$ cat config.mk
export PLATFORM = sky130hd
export DESIGN_NAME = udp_oe_rx_parser
export DESIGN_NICKNAME = d
export VERILOG_FILES = /design/src/rtl/udp_oe_rx_parser.sv
export SDC_FILE = /design/constraint.sdc
export NUM_CORES = 1
export LEC_CHECK = 0
export CAP_MARGIN = 10
export CORE_MARGIN = 4
export CORE_UTILIZATION = 50
export CTS_CLUSTER_DIAMETER = 80
export DETAILED_ROUTE_END_ITERATION = 8
export GPL_TIMING_DRIVEN = 0
export HOLD_SLACK_MARGIN = 0.15
export PLACE_DENSITY = 0.78
export SYNTH_ARGS = -nofsm -noshare
export SYNTH_HDL_FRONTEND = slang
export SYNTH_SLANG_ARGS = --single-unit
export TNS_END_PERCENT = 5
$ cat constraint.sdc
create_clock -name clk -period 3.6 [get_ports clk]
set_input_delay 1.08 -clock clk [delete_from_list [all_inputs] [get_ports clk]]
set_output_delay 1.08 -clock clk [all_outputs]
set_load 0.1 [all_outputs]
$ cat src/rtl/udp_oe_rx_parser.sv
// RX-side UDP offload parser: filters Ethernet/IPv4/UDP frames against the CSRs,
// strips the 42-byte header and realigns the payload to lane 0.
module udp_oe_rx_parser #(
   parameter int unsigned BYTES_PER_WORD   = 8,
   parameter int unsigned CNT_WIDTH        = 32,
   parameter bit          ACCEPT_BROADCAST = 1'b1
) (
   input  logic                          clk,
   input  logic                          resetn,
   input  logic [8*BYTES_PER_WORD-1:0]   s_tdata,
   input  logic [BYTES_PER_WORD-1:0]     s_tkeep,
   input  logic                          s_tvalid,
   input  logic                          s_tlast,
   output logic                          s_tready,
   output logic [8*BYTES_PER_WORD-1:0]   m_tdata,
   output logic [BYTES_PER_WORD-1:0]     m_tkeep,
   output logic                          m_tvalid,
   output logic                          m_tlast,
   input  logic                          m_tready,
   output logic [31:0]                   m_src_ip,
   output logic [15:0]                   m_src_port,
   input  logic [47:0]                   csr_fpga_mac,
   input  logic [31:0]                   csr_fpga_ip,
   input  logic [15:0]                   csr_fpga_udp_port,
   input  logic                          cnt_clr,
   output logic [CNT_WIDTH-1:0]          pkt_ok_cnt,
   output logic [CNT_WIDTH-1:0]          pkt_drop_cnt,
   output logic [CNT_WIDTH-1:0]          arp_cnt
);

   localparam int unsigned KEEP_W = BYTES_PER_WORD;

   typedef enum logic [1:0] {ST_HDR, ST_DROP, ST_PAYLOAD, ST_FLUSH} state_t;

   state_t      state;
   logic [2:0]  bcnt;
   logic        rdy_en;
   logic [47:0] dst_mac;
   logic [15:0] etype;
   logic [7:0]  ver_ihl;
   logic [7:0]  proto;
   logic [31:0] src_ip_q;
   logic [31:0] dst_ip;
   logic [15:0] src_port_q;
   logic [15:0] dst_port;
   logic [47:0] res;
   logic [7:0]  flush_keep;

   logic [7:0]  lane [KEEP_W];
   logic        out_free_c;
   logic        acc_c;
   logic        hdr_acc_c;
   logic [15:0] etype_c;
   logic        mac_ok_c;
   logic        pass_c;
   logic        runt_c;
   logic        filt_fail_c;
   logic        is_arp_c;
   logic        drop_inc_c;
   logic        arp_inc_c;

   always_comb begin
      for (int i = 0; i < int'(KEEP_W); i++) lane[i] = s_tdata[8*i +: 8];
   end

   // Beat 5 waits for a free output slot so a pending tlast word keeps its m_src_* intact.
   always_comb begin
      out_free_c = !m_tvalid || m_tready;
      s_tready   = 1'b0;
      if (rdy_en) begin
         case (state)
            ST_HDR:     s_tready = (bcnt == 3'd5) ? out_free_c : 1'b1;
            ST_DROP:    s_tready = 1'b1;
            ST_PAYLOAD: s_tready = out_free_c;
            default:    s_tready = 1'b0;
         endcase
      end
   end

   always_comb begin
      acc_c       = s_tvalid && s_tready;
      hdr_acc_c   = acc_c && (state == ST_HDR);
      etype_c     = (bcnt == 3'd1) ? {lane[4], lane[5]} : etype;
      mac_ok_c    = (dst_mac == csr_fpga_mac) ||
                    (ACCEPT_BROADCAST && (dst_mac == 48'hFFFF_FFFF_FFFF));
      pass_c      = (etype == 16'h0800) && (ver_ihl == 8'h45) && (proto == 8'h11) &&
                    (dst_ip == csr_fpga_ip) && (dst_port == csr_fpga_udp_port) && mac_ok_c;
      runt_c      = s_tlast && ((bcnt != 3'd5) || !s_tkeep[2]);
      filt_fail_c = (bcnt == 3'd5) && !runt_c && !pass_c;
      is_arp_c    = (bcnt != 3'd0) && (etype_c == 16'h0806);
      drop_inc_c  = hdr_acc_c && (runt_c || (filt_fail_c && !is_arp_c));
      arp_inc_c   = hdr_acc_c && is_arp_c && (runt_c || filt_fail_c);
   end

   always_ff @(posedge clk) begin
      if (!resetn) begin
         state        <= ST_HDR;
         bcnt         <= 3'd0;
         rdy_en       <= 1'b0;
         dst_mac      <= '0;
         etype        <= '0;
         ver_ihl      <= '0;
         proto        <= '0;
         src_ip_q     <= '0;
         dst_ip       <= '0;
         src_port_q   <= '0;
         dst_port     <= '0;
         res          <= '0;
         flush_keep   <= '0;
         m_tdata      <= '0;
         m_tkeep      <= '0;
         m_tvalid     <= 1'b0;
         m_tlast      <= 1'b0;
         m_src_ip     <= '0;
         m_src_port   <= '0;
         pkt_ok_cnt   <= '0;
         pkt_drop_cnt <= '0;
         arp_cnt      <= '0;
      end else begin
         rdy_en <= 1'b1;
         if (m_tvalid && m_tready) m_tvalid <= 1'b0;

         case (state)
            ST_HDR: begin
               if (acc_c) begin
                  case (bcnt)
                     3'd0: dst_mac <= {lane[0], lane[1], lane[2], lane[3], lane[4], lane[5]};
                     3'd1: begin
                        etype   <= {lane[4], lane[5]};
                        ver_ihl <= lane[6];
                     end
                     3'd2: proto <= lane[7];
                     3'd3: begin
                        src_ip_q     <= {lane[2], lane[3], lane[4], lane[5]};
                        dst_ip[31:16] <= {lane[6], lane[7]};
                     end
                     3'd4: begin
                        dst_ip[15:0] <= {lane[0], lane[1]};
                        src_port_q   <= {lane[2], lane[3]};
                        dst_port     <= {lane[4], lane[5]};
                     end
                     default: ;
                  endcase
                  if (bcnt != 3'd5) begin
                     bcnt <= s_tlast ? 3'd0 : bcnt + 3'd1;
                  end else begin
                     bcnt <= 3'd0;
                     if (runt_c) begin
                        state <= ST_HDR;
                     end else if (pass_c) begin
                        m_src_ip   <= src_ip_q;
                        m_src_port <= src_port_q;
                        res        <= s_tdata[63:16];
                        if (s_tlast) begin
                           m_tvalid <= 1'b1;
                           m_tdata  <= {16'h0, s_tdata[63:16]};
                           m_tkeep  <= {2'b00, s_tkeep[7:2]};
                           m_tlast  <= 1'b1;
                           state    <= ST_HDR;
                        end else begin
                           state <= ST_PAYLOAD;
                        end
                     end else begin
                        state <= s_tlast ? ST_HDR : ST_DROP;
                     end
                  end
               end
            end
            ST_DROP: begin
               if (acc_c && s_tlast) state <= ST_HDR;
            end
            // Output word = 6 residue bytes followed by the first 2 bytes of this beat.
            ST_PAYLOAD: begin
               if (acc_c) begin
                  m_tvalid <= 1'b1;
                  m_tdata  <= {s_tdata[15:0], res};
                  res      <= s_tdata[63:16];
                  m_tkeep  <= 8'hFF;
                  m_tlast  <= 1'b0;
                  if (s_tlast) begin
                     if (!s_tkeep[2]) begin
                        m_tkeep <= {s_tkeep[1:0], 6'h3F};
                        m_tlast <= 1'b1;
                        state   <= ST_HDR;
                     end else begin
                        flush_keep <= {2'b00, s_tkeep[7:2]};
                        state      <= ST_FLUSH;
                     end
                  end
               end
            end
            ST_FLUSH: begin
               if (out_free_c) begin
                  m_tvalid <= 1'b1;
                  m_tdata  <= {16'h0, res};
                  m_tkeep  <= flush_keep;
                  m_tlast  <= 1'b1;
                  state    <= ST_HDR;
               end
            end
            default: state <= ST_HDR;
         endcase

         // Clear wins over a same-cycle increment.
         if (cnt_clr) begin
            pkt_ok_cnt   <= '0;
            pkt_drop_cnt <= '0;
            arp_cnt      <= '0;
         end else begin
            if (m_tvalid && m_tready && m_tlast) pkt_ok_cnt <= pkt_ok_cnt + CNT_WIDTH'(1);
            if (drop_inc_c) pkt_drop_cnt <= pkt_drop_cnt + CNT_WIDTH'(1);
            if (arp_inc_c)  arp_cnt      <= arp_cnt + CNT_WIDTH'(1);
         end
      end
   end

endmodule
### Word-level counts from Yosys, hierarchy flattened

Index checks and enable logic that the tools add are counted.

* bits in registers: 454
* output and inout port bits: 219
* word-level logic and storage cells: 163

* add/subtract/negate cells: 4
* equality and inequality tests: 26
* muxes and demuxes: 62
* bitwise logic cells: 3
* reductions and logical operators: 45

Operators with widths (count)
* two-way mux 64 bit: 7
* two-way mux 48 bit: 5
* one-hot mux 64 bit (3 select lines): 1
* adder 32 x 1 -> 32 bit, second input constant: 3
* one-hot mux 48 bit (2 select lines): 1
* two-way mux 8 bit: 9
* equality test 48 bit: 1
* equality test 48 bit, second input constant: 1
* equality test 16 x 12 -> 1 bit, second input constant: 2
* equality test 32 bit: 1
* one-hot mux 8 bit (3 select lines): 1
* two-way mux 1 bit: 21
* two-way mux 2 bit: 10
* logical AND 1 bit: 18
* != test 2 bit, second input constant: 9
* equality test 16 bit: 1
* two-way mux 16 bit: 1
* AND reduction 3 bit: 5
* AND reduction 6 bit: 2
* one-hot mux 1 bit (3 select lines): 3
* equality test 8 x 5 -> 1 bit, second input constant: 1
* equality test 8 x 7 -> 1 bit, second input constant: 1
* one-hot mux 2 bit (4 select lines): 1
* AND reduction 8 bit: 1
* other kinds (19): 34

### Depth between registers and ports, before layout

* depth after elaboration: 11
* depth in mapped cells: 12
* mapped depth without buffers: 9

### Worst setup path before layout

OpenSTA, ideal clock, no wires.

* path kind: input to register
* from: input csr_fpga_ip[21]
* to: register pkt_drop_cnt[1]
* arrival time: 3.167 ns
* required time: 3.472 ns
* slack: 0.305 ns
* cell stages on the path: 9
* cells stage by stage: xor2_1 nor4_1 nand4_1 or4_4 a211oi_4 buf_6 buf_6 mux2i_1 nor2_1

* longest elaborated chain between the ends: 9

RTL lines
* start: declaration: RTL line 23 `input logic [31:0] csr_fpga_ip,`
* equality test 32 bit: RTL line 87 `(dst_ip == csr_fpga_ip) && (dst_port == csr_fpga_udp_port) && mac_ok_c;`
* logical AND 1 bit: RTL line 86 `pass_c = (etype == 16'h0800) && (ver_ihl == 8'h45) && (proto == 8'h11) &&`
* logical AND 1 bit (2 in a row): RTL line 87
* logical NOT 1 bit: RTL line 89 `filt_fail_c = (bcnt == 3'd5) && !runt_c && !pass_c;`
* logical AND 1 bit: RTL line 89
* logical AND 1 bit: RTL line 91 `drop_inc_c = hdr_acc_c && (runt_c || (filt_fail_c && !is_arp_c));`
* logical OR 1 bit: RTL line 91
* logical AND 1 bit: RTL line 91
* end signal: assignment: RTL line 211 `if (drop_inc_c) pkt_drop_cnt <= pkt_drop_cnt + CNT_WIDTH'(1);`
* end: declaration: RTL line 27 `output logic [CNT_WIDTH-1:0] pkt_drop_cnt,`

Every way passes these cells.
A chain may end at the register's enable or synchronous reset.

### Worst setup path after layout

* from: input s_tdata[33]
* to: register arp_cnt[30]

* longest elaborated chain between the ends: 5

RTL lines
* start: declaration: RTL line 10 `input logic [8*BYTES_PER_WORD-1:0] s_tdata,`
* two-way mux 16 bit
* equality test 16 x 12 -> 1 bit: RTL line 90 `is_arp_c = (bcnt != 3'd0) && (etype_c == 16'h0806);`
* logical AND 1 bit: RTL line 90
* logical AND 1 bit (2 in a row): RTL line 92 `arp_inc_c = hdr_acc_c && is_arp_c && (runt_c || filt_fail_c);`
* end signal: assignment: RTL line 212 `if (arp_inc_c) arp_cnt <= arp_cnt + CNT_WIDTH'(1);`
* end: declaration: RTL line 28 `output logic [CNT_WIDTH-1:0] arp_cnt`

Every way passes these cells.

==> flow_summary.yaml <==
outcome:
  outcome: "finished clean"
power:
  power_switching_mw: 2.55
  swShare_pct: 23.3
  clock_group_share_of_total_power_pct: 47.1
  seq_power_share_pct: 46.6
  pwr_density_nw_per_um2: 420
  share_comb_of_total_power_pct: 6.3
  cellLeakagePower_nw: 8.82
  ir_worst_vdd_uv: 294
  cell_internal_pwr_mw: 8.38
final_layout:
  layout-area-overhead-vs-synth_pct: 33.2
  fraction_of_final_layout_cells_with_drive_strength_greater_than_1_pct: 4.86
  post_layout_nets: 3030
global_routing:
  grt_first_pass_wirelength_um: 110000
  grt_pass1_vias: 19144
  use_met1_pct: 42.6
  grt_util_all_layers_pct: 33.4
  total_congestion_overflow_after_global_routing: 0
  globalRoute.busiestLayer: "met2"
  met3_usage_pct: 7.31
  grt.met2_usage_pct: 54.8
  grt_antenna_before_repair: 11
  grt_start_max_net_pins: 16
logic_synthesis:
  ys_dominant_reg_cell: "sky130_fd_sc_hd__dfxtp_1"
  yosysUniqueCellTypes: 60
  syn-num-nets: 2574
  largest_family_of_logic_cells_by_synthesized_area: "simple AND/OR/NAND/NOR gates"
  seq_area_frac_synth_pct: 46.5
  xor_xnor_share_of_the_synthesized_area_pct: 6.59
  synth.yosys.warnings: 0
  post_synth.cell_area_avg_um2: 8.16
  synth_area_leader_cell: "sky130_fd_sc_hd__dfxtp_1"
  synth.top_cells.by_area: "sky130_fd_sc_hd__dfxtp_1, sky130_fd_sc_hd__nand2_1, sky130_fd_sc_hd__a21oi_1, sky130_fd_sc_hd__xor2_1, sky130_fd_sc_hd__nand4_1"
  postSynthRegisterBits: 454
  post-synth-top-area-fraction_pct: 46.5
  synth-async-reset-ratio_pct: 0
  synthesis.instances: 2392
  synthSimpleGateAreaFrac_pct: 24.7
  muxShareOfSynthArea_pct: 2.61
  mappedNetlistArea_um2: 19500
  synth-edff-count: 0
  synth_compound_area_share_pct: 15.0
  yosys.area_share.adder_pct: 0.513
clock_network:
  tritoncts_buffer_count: 48
  clk_pin_slew_worst_paths_ps: 60
  root_buffer: "sky130_fd_sc_hd__clkbuf_16"
  numClockSinks: 454
  cts_buffer_depth: 3
  clock_tree_from_tritoncts: "built"
  clk-insertion-delay-late_ps: 590
  cts_max_level: 2
  cts_hold_buf: 0
floorplan:
  pin_count: 393
  initial_core_util_pct: 50.5
  fp.coreArea_um2: 38600
  die_height_um: 206
  die_area_um2: 42300
  die_width_um: 206
  fp-row-count: 72
timing:
  timing.final.crit_share_pct: 98.8
  timing_hold_violations_final: 0
  timing.hold.ws_ps: 456
  period_minus_ws_final_ps: 3560
  timing.fmax_mhz: 281
  setup_viol: 0
  timing.max_slew.rel_slack_pct: 28.5
  worst_clock_skew_ps: 19.2
  drv_slew: 0
  setup_repair_after_global_routing_missed_its_margin: "true"
  tightest_slew_ps: 1070
  totalNegativeSetupSlack_ps: 0
setup_path:
  crit_path_end_kind: "flip-flop"
  cp_cell_sequence: "clkdlybuf4s50_1 > nor4_1 > nand2_1 > or3_1 > a2111o_1 > clkbuf_1 > nor3_1 > xnor2_1 > nor2_1"
  critical_path_required_ps: 4040
  worstPathArrival_ps: 3990
  critPathMaxStageDelay_ps: 700
  critPathKind: "in -> reg"
  crit_path_top_delay_cell: "sky130_fd_sc_hd__clkdlybuf4s50_1"
  crit_path_max_fanout: 10
  setup.reg_to_reg.worst_slack_ps: 350
  startpoint_type: "primary input"
route:
  routed-via-count: 20234
  drc: 0
  wire_per_inst_um: 21.8
  dr.pass1.iters: 8
  route.antenna.remaining_nets: 0
  drt_iter0_drc: 1950
  detail_route.wirelength_um: 74300
  vias_per_cell: 5.95
placement:
  io_buffer_count: 391
  gp_congestion: 0.983
  dpl.hpwl_um: 55500
hold_path:
  hold_class: "reg -> reg"
job:
  maxCapViolations: 0
## logic make-up after synthesis
family                     count (synthesis)
and+or+nand+nor                         1009
AOI/OAI and AO/OA                        533
DFF                                      454
buffers and inverters                    190
xor gates and xnor gates                 147
muxes                                     51
adders and majority gates                  8
## cell usage in the layout, fill, tap and decap left out, types with 49 or more instances in the layout
cell type,n
sky130_fd_sc_hd__a31oi_1,55
sky130_fd_sc_hd__o21ai_0,59
sky130_fd_sc_hd__nand2_1,451
sky130_fd_sc_hd__nand4_1,90
sky130_fd_sc_hd__clkbuf_16,49
sky130_fd_sc_hd__mux2i_1,50
sky130_fd_sc_hd__and3_1,70
sky130_fd_sc_hd__nor2_1,136
sky130_fd_sc_hd__nand3_1,109
sky130_fd_sc_hd__clkdlybuf4s50_1,376
sky130_fd_sc_hd__a21oi_1,334
sky130_fd_sc_hd__clkbuf_1,150
sky130_fd_sc_hd__dfxtp_1,454
sky130_fd_sc_hd__xor2_1,122
## path summary, 6_finish.rpt
| path | startpoint | endpoint | cells past startpoint |
|---|---|---|---|
| setup / recovery | s_tdata[33] | arp_cnt[30] | 9 |
| hold / removal | src_port_q[7] | src_port_q[7] | 2 |
| setup reg to reg | bcnt[0] | pkt_drop_cnt[27] | 12 |
| hold reg to reg | src_port_q[7] | src_port_q[7] | 2 |
## cells in the mapped netlist, types with 6 or more instances
library cell and n:
sky130_fd_sc_hd__a21oi_1 334, sky130_fd_sc_hd__a22o_1 16, sky130_fd_sc_hd__a31oi_1 55, sky130_fd_sc_hd__and2_1 8, sky130_fd_sc_hd__and3_1 70, sky130_fd_sc_hd__and4_1 12, sky130_fd_sc_hd__buf_2 6, sky130_fd_sc_hd__buf_6 7
sky130_fd_sc_hd__clkbuf_1 149, sky130_fd_sc_hd__dfxtp_1 454, sky130_fd_sc_hd__ha_1 8, sky130_fd_sc_hd__inv_1 20, sky130_fd_sc_hd__mux2i_1 51, sky130_fd_sc_hd__nand2_1 451, sky130_fd_sc_hd__nand3_1 111, sky130_fd_sc_hd__nand4_1 90
sky130_fd_sc_hd__nor2_1 137, sky130_fd_sc_hd__nor3_1 18, sky130_fd_sc_hd__nor4_1 40, sky130_fd_sc_hd__o21ai_0 59, sky130_fd_sc_hd__o21ai_1 34, sky130_fd_sc_hd__o31ai_1 15, sky130_fd_sc_hd__or3_1 29, sky130_fd_sc_hd__or4_1 15
sky130_fd_sc_hd__xnor2_1 25, sky130_fd_sc_hd__xor2_1 122
## routing by layer
| metal | wire (um) | vias to the layer above |
|---|---|---|
| met4 | 3690 | 12 |
| met1 | 28100 | 9511 |
| li1 | - | 9304 |
| met3 | 8140 | 225 |
| met5 | 67 | - |
| met2 | 34300 | 1182 |
## critical path: cells and delay by family
family | cells | cell delay (ps)
AND/OR/NAND/NOR | 5 | 1350
buffers and inverters | 2 | 950
AO/OA/AOI/OAI | 1 | 420
XOR/XNOR | 1 | 170
## per-stage QoR
step / total power [mW] / cells / setup WS, ps / area (um^2) / utilization, %
5_1_grt: 11.2 / 3401 / -23.2 / 26000 / 67.3
2_1_floorplan: 5.42 / 2392 / 305 / 19500 / -
6_report: 10.9 / 3403 / 44.6 / 26000 / 67.3
3_3_place_gp: 5.85 / 3301 / -1420 / 24100 / 62.3
4_1_cts: 10.9 / 3395 / -5.64 / 25900 / 67.0
3_5_place_dp: 5.86 / 3301 / -1400 / 24100 / 62.3
## layout make-up
cell class / count / area (um^2)
inverter: 21 / 78.8
multi-input combinational: 1748 / 9780
antenna: 5 / 12.5
tap: 518 / 648
sequential: 454 / 9090
clock inverter: 15 / 218
buffer: 169 / 742
clock buffer: 67 / 1400
fill: 3112 / 12600
timing repair buffer: 406 / 4040
## registers in the layout (all words and copies together), names as in the netlist
name	cells
ver_ihl	8
arp_cnt	32
m_src_port	16
flush_keep	6
m_tvalid	1
m_tlast	1
m_src_ip	32
etype	16
dst_mac	48
rdy_en	1
dst_ip	32
src_ip_q	32
proto	8
res	48
src_port_q	16
pkt_drop_cnt	32
m_tkeep	8
pkt_ok_cnt	32
dst_port	16
state	2
bcnt	3
m_tdata	64
## timing repair
action / in CTS / in global routing
buffers inserted: 12 / 3
resized for setup: 34 / 24
pin swaps: 10 / 8
endpoints found under the setup margin: 205 / 125
## power groups by stage
stage	combinational [mW]	sequential (mW)	clock, mW
2_1_floorplan	0.234	5.19	0
3_3_place_gp	0.649	5.20	0
3_5_place_dp	0.658	5.20	0
4_1_cts	0.665	5.09	5.17
5_1_grt	0.709	5.09	5.38
6_report	0.686	5.09	5.15
(Power assumes the default switching activity.)
